<file path="config.mk">
export PLATFORM = sky130hd
export DESIGN_NAME = serial_addsub_ctrl_flat
export DESIGN_NICKNAME = d
export VERILOG_FILES = /design/src/rtl/serial_addsub_ctrl_if.sv /design/src/rtl/serial_addsub_ctrl.sv /design/src/flat_wrapper.sv
export SDC_FILE = /design/constraint.sdc
export NUM_CORES = 1
export LEC_CHECK = 0
export ABC_CLOCK_PERIOD_IN_PS = 9500
export CAP_MARGIN = 20
export CORE_UTILIZATION = 55
export CTS_CLUSTER_SIZE = 20
export DETAILED_ROUTE_END_ITERATION = 10
export GPL_TIMING_DRIVEN = 0
export PLACE_DENSITY_LB_ADDON = 0.12
export SLEW_MARGIN = 20
export SYNTH_ARGS = -nofsm -noshare
export SYNTH_HDL_FRONTEND = slang
export SYNTH_SLANG_ARGS = --single-unit
</file>
<file path="constraint.sdc">
create_clock -name clk -period 9.5 [get_ports clk]
set_input_delay 0.95 -clock clk [delete_from_list [all_inputs] [get_ports clk]]
set_output_delay 0.95 -clock clk [all_outputs]
set_load 0.005 [all_outputs]
</file>
<file path="src/rtl/serial_addsub_ctrl_if.sv">
// Handshake and data bundle for serial_addsub_ctrl.
// master: requester/consumer side; slave: the controller.
interface serial_addsub_ctrl_if #(
  parameter int unsigned WIDTH = 32
);
  logic             start_valid;
  logic             start_ready;
  logic [WIDTH-1:0] op_a;
  logic [WIDTH-1:0] op_b;
  logic             sub;
  logic             res_valid;
  logic             res_ready;
  logic [WIDTH-1:0] result;
  logic             carry;
  logic             overflow;
  logic             zero;
  logic             busy;

  modport master (
    output start_valid, op_a, op_b, sub, res_ready,
    input  start_ready, res_valid, result, carry, overflow, zero, busy
  );

  modport slave (
    input  start_valid, op_a, op_b, sub, res_ready,
    output start_ready, res_valid, result, carry, overflow, zero, busy
  );
endinterface

</file>
<file path="src/rtl/serial_addsub_ctrl.sv">
// Bit-serial add/subtract controller: one full adder stepped LSB first,
// one bit per cycle, WIDTH cycles per operation, valid/ready on both ends.
// Optional feature: define SERIAL_ADDSUB_SUB_EN to honour the sub input
// (two's-complement A-B); otherwise sub is ignored and only A+B is done.

// One-bit full adder.
module full_adder (
  input  logic a,
  input  logic b,
  input  logic cin,
  output logic s,
  output logic cout
);
  assign s    = a ^ b ^ cin;
  assign cout = (a & b) | (cin & (a ^ b));
endmodule

module serial_addsub_ctrl #(
  parameter int unsigned WIDTH = 32
) (
  input  logic                  clk,
  input  logic                  rst_n,
  serial_addsub_ctrl_if.slave   bus
);
  localparam int unsigned      CNT_W    = (WIDTH > 1) ? $clog2(WIDTH) : 1;
  localparam logic [CNT_W-1:0] CNT_LAST = CNT_W'(WIDTH - 1);

  typedef enum logic [1:0] {
    IDLE = 2'd0,
    RUN  = 2'd1,
    DONE = 2'd2
  } state_t;

  state_t           state_q, state_d;
  logic [CNT_W-1:0] cnt_q, cnt_d;
  logic             cy_q, cy_d;
  logic             sub_q, sub_d;
  logic [WIDTH-1:0] a_q, a_d;
  logic [WIDTH-1:0] b_q, b_d;
  logic [WIDTH-1:0] acc_q, acc_d;
  logic [WIDTH-1:0] result_q, result_d;
  logic             carry_q, carry_d;
  logic             overflow_q, overflow_d;
  logic             zero_q, zero_d;
  logic             res_valid_q, res_valid_d;
  logic             start_ready_q, start_ready_d;
  logic             busy_q, busy_d;

  logic             sub_eff;
  logic             fa_a, fa_b, fa_cin, fa_s, fa_cout;
  logic [WIDTH-1:0] acc_next;

  // Effective subtract request for the operation being accepted.
  always_comb begin
`ifdef SERIAL_ADDSUB_SUB_EN
    sub_eff = bus.sub;
`else
    sub_eff = bus.sub & 1'b0;
`endif
  end

  // Bit-slice selection for the current RUN cycle.
  always_comb begin
    fa_a   = a_q[cnt_q];
    fa_b   = b_q[cnt_q] ^ sub_q;
    fa_cin = cy_q;
  end

  full_adder u_fa (
    .a    (fa_a),
    .b    (fa_b),
    .cin  (fa_cin),
    .s    (fa_s),
    .cout (fa_cout)
  );

  // Next-state and datapath update. The visible result/flags are only
  // replaced on the last bit-cycle so they hold the previous result during RUN.
  always_comb begin
    state_d    = state_q;
    cnt_d      = cnt_q;
    cy_d       = cy_q;
    sub_d      = sub_q;
    a_d        = a_q;
    b_d        = b_q;
    acc_d      = acc_q;
    result_d   = result_q;
    carry_d    = carry_q;
    overflow_d = overflow_q;
    zero_d     = zero_q;

    acc_next        = acc_q;
    acc_next[cnt_q] = fa_s;

    unique case (state_q)
      IDLE: begin
        if (bus.start_valid) begin
          state_d = RUN;
          a_d     = bus.op_a;
          b_d     = bus.op_b;
          sub_d   = sub_eff;
          cnt_d   = '0;
          cy_d    = sub_eff;
        end
      end
      RUN: begin
        acc_d = acc_next;
        cy_d  = fa_cout;
        if (cnt_q == CNT_LAST) begin
          state_d    = DONE;
          result_d   = acc_next;
          carry_d    = fa_cout;
          overflow_d = fa_cin ^ fa_cout;
          zero_d     = (acc_next == '0);
        end else begin
          cnt_d = cnt_q + 1'b1;
        end
      end
      DONE: begin
        if (bus.res_ready) begin
          state_d = IDLE;
        end
      end
      default: state_d = IDLE;
    endcase

    res_valid_d   = (state_d == DONE);
    start_ready_d = (state_d == IDLE);
    busy_d        = (state_d != IDLE);
  end

  // State, datapath and registered handshake outputs.
  always_ff @(posedge clk or negedge rst_n) begin
    if (!rst_n) begin
      state_q       <= IDLE;
      cnt_q         <= '0;
      cy_q          <= 1'b0;
      sub_q         <= 1'b0;
      a_q           <= '0;
      b_q           <= '0;
      acc_q         <= '0;
      result_q      <= '0;
      carry_q       <= 1'b0;
      overflow_q    <= 1'b0;
      zero_q        <= 1'b0;
      res_valid_q   <= 1'b0;
      start_ready_q <= 1'b1;
      busy_q        <= 1'b0;
    end else begin
      state_q       <= state_d;
      cnt_q         <= cnt_d;
      cy_q          <= cy_d;
      sub_q         <= sub_d;
      a_q           <= a_d;
      b_q           <= b_d;
      acc_q         <= acc_d;
      result_q      <= result_d;
      carry_q       <= carry_d;
      overflow_q    <= overflow_d;
      zero_q        <= zero_d;
      res_valid_q   <= res_valid_d;
      start_ready_q <= start_ready_d;
      busy_q        <= busy_d;
    end
  end

  assign bus.start_ready = start_ready_q;
  assign bus.res_valid   = res_valid_q;
  assign bus.result      = result_q;
  assign bus.carry       = carry_q;
  assign bus.overflow    = overflow_q;
  assign bus.zero        = zero_q;
  assign bus.busy        = busy_q;
endmodule

</file>
<file path="src/flat_wrapper.sv">
// flat-port wrapper written by rule: the top's interface ports become plain ports
module serial_addsub_ctrl_flat 
#(
  parameter int unsigned WIDTH = 32
)
  (clk, rst_n, bus_start_valid, bus_op_a, bus_op_b, bus_sub, bus_res_ready, bus_start_ready, bus_res_valid, bus_result, bus_carry, bus_overflow, bus_zero, bus_busy);
  serial_addsub_ctrl_if #(.WIDTH(WIDTH)) bus_i ();
  input  logic clk;
  input  logic rst_n;
  input wire logic [$bits(bus_i.start_valid)-1:0] bus_start_valid;
  input wire logic [$bits(bus_i.op_a)-1:0] bus_op_a;
  input wire logic [$bits(bus_i.op_b)-1:0] bus_op_b;
  input wire logic [$bits(bus_i.sub)-1:0] bus_sub;
  input wire logic [$bits(bus_i.res_ready)-1:0] bus_res_ready;
  output wire logic [$bits(bus_i.start_ready)-1:0] bus_start_ready;
  output wire logic [$bits(bus_i.res_valid)-1:0] bus_res_valid;
  output wire logic [$bits(bus_i.result)-1:0] bus_result;
  output wire logic [$bits(bus_i.carry)-1:0] bus_carry;
  output wire logic [$bits(bus_i.overflow)-1:0] bus_overflow;
  output wire logic [$bits(bus_i.zero)-1:0] bus_zero;
  output wire logic [$bits(bus_i.busy)-1:0] bus_busy;
  assign bus_i.start_valid = bus_start_valid;
  assign bus_i.op_a = bus_op_a;
  assign bus_i.op_b = bus_op_b;
  assign bus_i.sub = bus_sub;
  assign bus_i.res_ready = bus_res_ready;
  assign bus_start_ready = bus_i.start_ready;
  assign bus_res_valid = bus_i.res_valid;
  assign bus_result = bus_i.result;
  assign bus_carry = bus_i.carry;
  assign bus_overflow = bus_i.overflow;
  assign bus_zero = bus_i.zero;
  assign bus_busy = bus_i.busy;
  serial_addsub_ctrl #(.WIDTH(WIDTH)) u_core (.clk(clk), .rst_n(rst_n), .bus(bus_i));
endmodule
</file>
==> impl_metrics.csv <==
group,metric,value,unit
drt,wl_met3,823,µm
yosys,syn_avg_cell_area,12.3,µm²
clock_network,ctsResizeCount,0,
critical_path,rr_endpoint,"u_core.bus.zero",
critical_path,r2r_setup_slack,4.54,ns
drt,drt_iter0_markers,228,
finish,utilization,73.0,%
critical_path,r2r-start,"u_core.cnt_q[1]",
placed_design,placed_area,7790,µm²
critical_path,required,9.83,ns
power_and_ir_drop,intPower,1.91,mW
critical_path,end_kind,"flop",
critical_path,arrival,5.29,ns
die,die_area,12300,µm²
die,initial_core_util,56.7,%
power_and_ir_drop,p_leak,3.53,nW
clock_network,root_buffer,"clkbuf_16",
timing,setup_tns,0,ns
drt,wire_per_inst,18.0,µm
timing,finalSetupViolCount,0,
global_routing,grt_overflow,0,
finish,drive_gt1_share,20.1,%
power_and_ir_drop,switchingPower,1.07,mW
placed_design,place_hpwl,10.4,mm
global_routing,antenna_found_initial,0,
timing,relSlewSlack,53.5,%
timing,final_max_slew_viol_count,0,
die,core.rowCount,39,
clock_network,insertion_delay,0.43,ns
yosys,ys_async_sr_fraction,100,%
global_routing,grt_max_degree,101,
timing,hold_viol_final,0,
clock_network,cts_tree,"yes",
placed_design,gp_congestion,0.832,
clock_network,post_cts_buffers,0,
finish,fin_nets,733,
clock_network,clkSinkCount,142,
yosys,synth_top_area_cell,"dfrtp_1",
finish,antenna-diode-count,0,
clock_network,ctsHoldBuffers,0,
power_and_ir_drop,ir_drop,199,µV
yosys,synth_nets,608,
critical_path,start_kind,"flop",
yosys,ys_ff_latch,142,
clock_network,cts_buffer_depth,2,
drt,totalWireLength,14.7,mm
die,fp.coreArea,11500,µm²
power_and_ir_drop,power_frac_seq,33.2,%
yosys,synth_edf_count,0,
critical_path,path_max_fanout,10,
timing,whs,0.408,ns
drt,num_vias,4704,
power_and_ir_drop,swShare,35.8,%
finish,layout_commonest_cell,"dfrtp_1",
outcome,violations,"design-rule violations",
timing,rsz0062_at_grt,"no",
drt,wl_met2,7.65,mm
finish,mostFrequentLayoutCells,"141 x dfrtp_1, 104 x clkdlybuf4s50_1, 70 x mux2_2, 70 x nand2_1, 69 x o21ai_0",
drt,top_layer,"met4",
min_path,holdCritPathClass,"in2async",
power_and_ir_drop,p_clk_share,23.0,%
die,ios,107,
timing,worstMarginPinSlew,0.698,ns
global_routing,grt_pass1_vias,4928,
clock_network,path_clk_slew,0.06,ns
timing,fmax,201,MHz
drt,remaining_drc_errors,7,
critical_path,cp-endpoint,"u_core.bus.zero",
yosys,synth.area.top_cells,"dfrtp_1 54%, mux2_2 12%, mux4_2 6.2%",
yosys,ys_seq_area_share,54.4,%
power_and_ir_drop,combPwrFrac,43.8,%
drt,routedLengthMet1,5.96,mm
finish,fin_area,8410,µm²
critical_path,r2r_cells,12,
yosys,synth_area,6530,µm²
timing,period_needed,4.96,ns
yosys,synthesis.instances,533,
yosys,synth_ff_type,"dfrtp_1",
die,die_h,111,µm
outcome,outcome,"finished with violations",
clock_network,cts_buffers,17,
drt,via_per_inst,5.78,
clock_network,cts_htree_levels,4,
placed_design,io_buffers,105,
run,drv_cap,0,
yosys,synth_warnings,0,
critical_path,cp-startpoint,"u_core.cnt_q[1]",
finish,area_growth,28.7,%
yosys,yosysTopAreaCellShare,54.0,%
timing,fin_crit_sh,52.3,%
yosys,synthDistinctLibCells,42,
global_routing,grt_pass1_wl,24.6,mm
global_routing,grt_use_total,26.0,%
drt,drt-pass1-iter-count,8,
critical_path,path_class,"reg2reg",
drt,ant_nets,0,
die,die_w,111,µm
timing,fin_worst_skew,0.00674,ns
power_and_ir_drop,p_per_area,354,nW/µm²
## registers in the layout, summed over array words and instances (netlist names)
name / flops
u_core.bus.result: 32
u_core.acc_q: 32
u_core.a_q: 32
u_core.b_q: 32
u_core.bus.overflow: 1
u_core.state_q: 2
u_core.bus.res_valid: 1
u_core.bus.busy: 1
u_core.bus.zero: 1
u_core.cy_q: 1
u_core.cnt_q: 5
u_core.bus.start_ready: 1
u_core.bus.carry: 1
## area by class of cell
| class | count | area, µm² |
|---|---|---|
| inverter | 7 | 26.3 |
| timing repair buffer | 106 | 1080 |
| fill | 839 | 3110 |
| clock inverter | 6 | 105 |
| multi-input combinational | 343 | 2760 |
| buffer | 41 | 194 |
| clock buffer | 26 | 509 |
| sequential | 142 | 3550 |
| tap | 143 | 179 |
## routing by layer
layer	GRT usage (%)	vias up
met4	11.5	0
met5	0	-
met3	6.12	22
met2	44.1	136
met1	31.7	2380
li1	-	2166
## power groups by stage
stage	Sequential, mW	Clock, mW	Combinational [mW]
2_1_floorplan	0.957	0	0.908
3_3_place_gp	0.979	0	1.26
6_report	0.989	0.686	1.30
5_1_grt	1.02	0.716	1.43
4_1_cts	0.988	0.690	1.31
3_5_place_dp	0.996	0	1.30
## through the flow
step	setup WS [ns]	std cells	power, mW
after floorplan	5.64	533	1.86
after global placement	2.05	781	2.24
after detailed placement	4.59	782	2.30
after CTS	4.56	814	2.99
after global routing	4.34	814	3.16
final	4.54	814	2.98
## synthesized netlist by cell type, drive strengths merged (7+ instances only)
library cell  count
inv               7
o21ai            69
nor4bb            8
clkbuf           25
nor2             12
nand2            70
nand4            10
mux2i            30
mux4             18
mux2             70
buf              16
dfrtp           141
nand4b           12
## how the worst min path moves through the flow
stage                           from                     to  slack [ns]
6_report                       rst_n  u_core.bus.result[12]        0.41
5_1_grt                        rst_n  u_core.bus.result[10]        0.44
4_1_cts                        rst_n   u_core.bus.result[9]        0.42
3_5_place_dp   u_core.bus.result[18]  u_core.bus.result[18]        0.47
3_3_place_gp         u_core.acc_q[3]        u_core.acc_q[3]        0.46
2_1_floorplan        u_core.acc_q[0]        u_core.acc_q[0]        0.45
## critical path, cell delays in order, from the launching register on
cell	delay, ns
dfrtp_1	0.37
clkbuf_1	0.55
buf_1	0.60
mux4_2	0.42
mux4_2	0.48
mux2i_1	0.22
fa_1	0.34
inv_1	0.14
clkbuf_1	0.25
mux2i_1	0.35
nand4_1	0.19
or4_1	0.62
o41ai_2	0.33
## cells by family (layout without fill, tap and decap cells)
group | after synthesis | in the layout | synth area share (%)
flops | 142 | 142 | 54.4
xor+xnor | 3 | 3 | 0.402
buf+inv | 48 | 186 | 3.37
mux | 118 | 118 | 22.9
fa+ha+maj | 6 | 6 | 1.26
compound gates | 82 | 82 | 6.69
simple gates | 134 | 134 | 11.0
No activity file was read; power rests on OpenSTA's default activity.
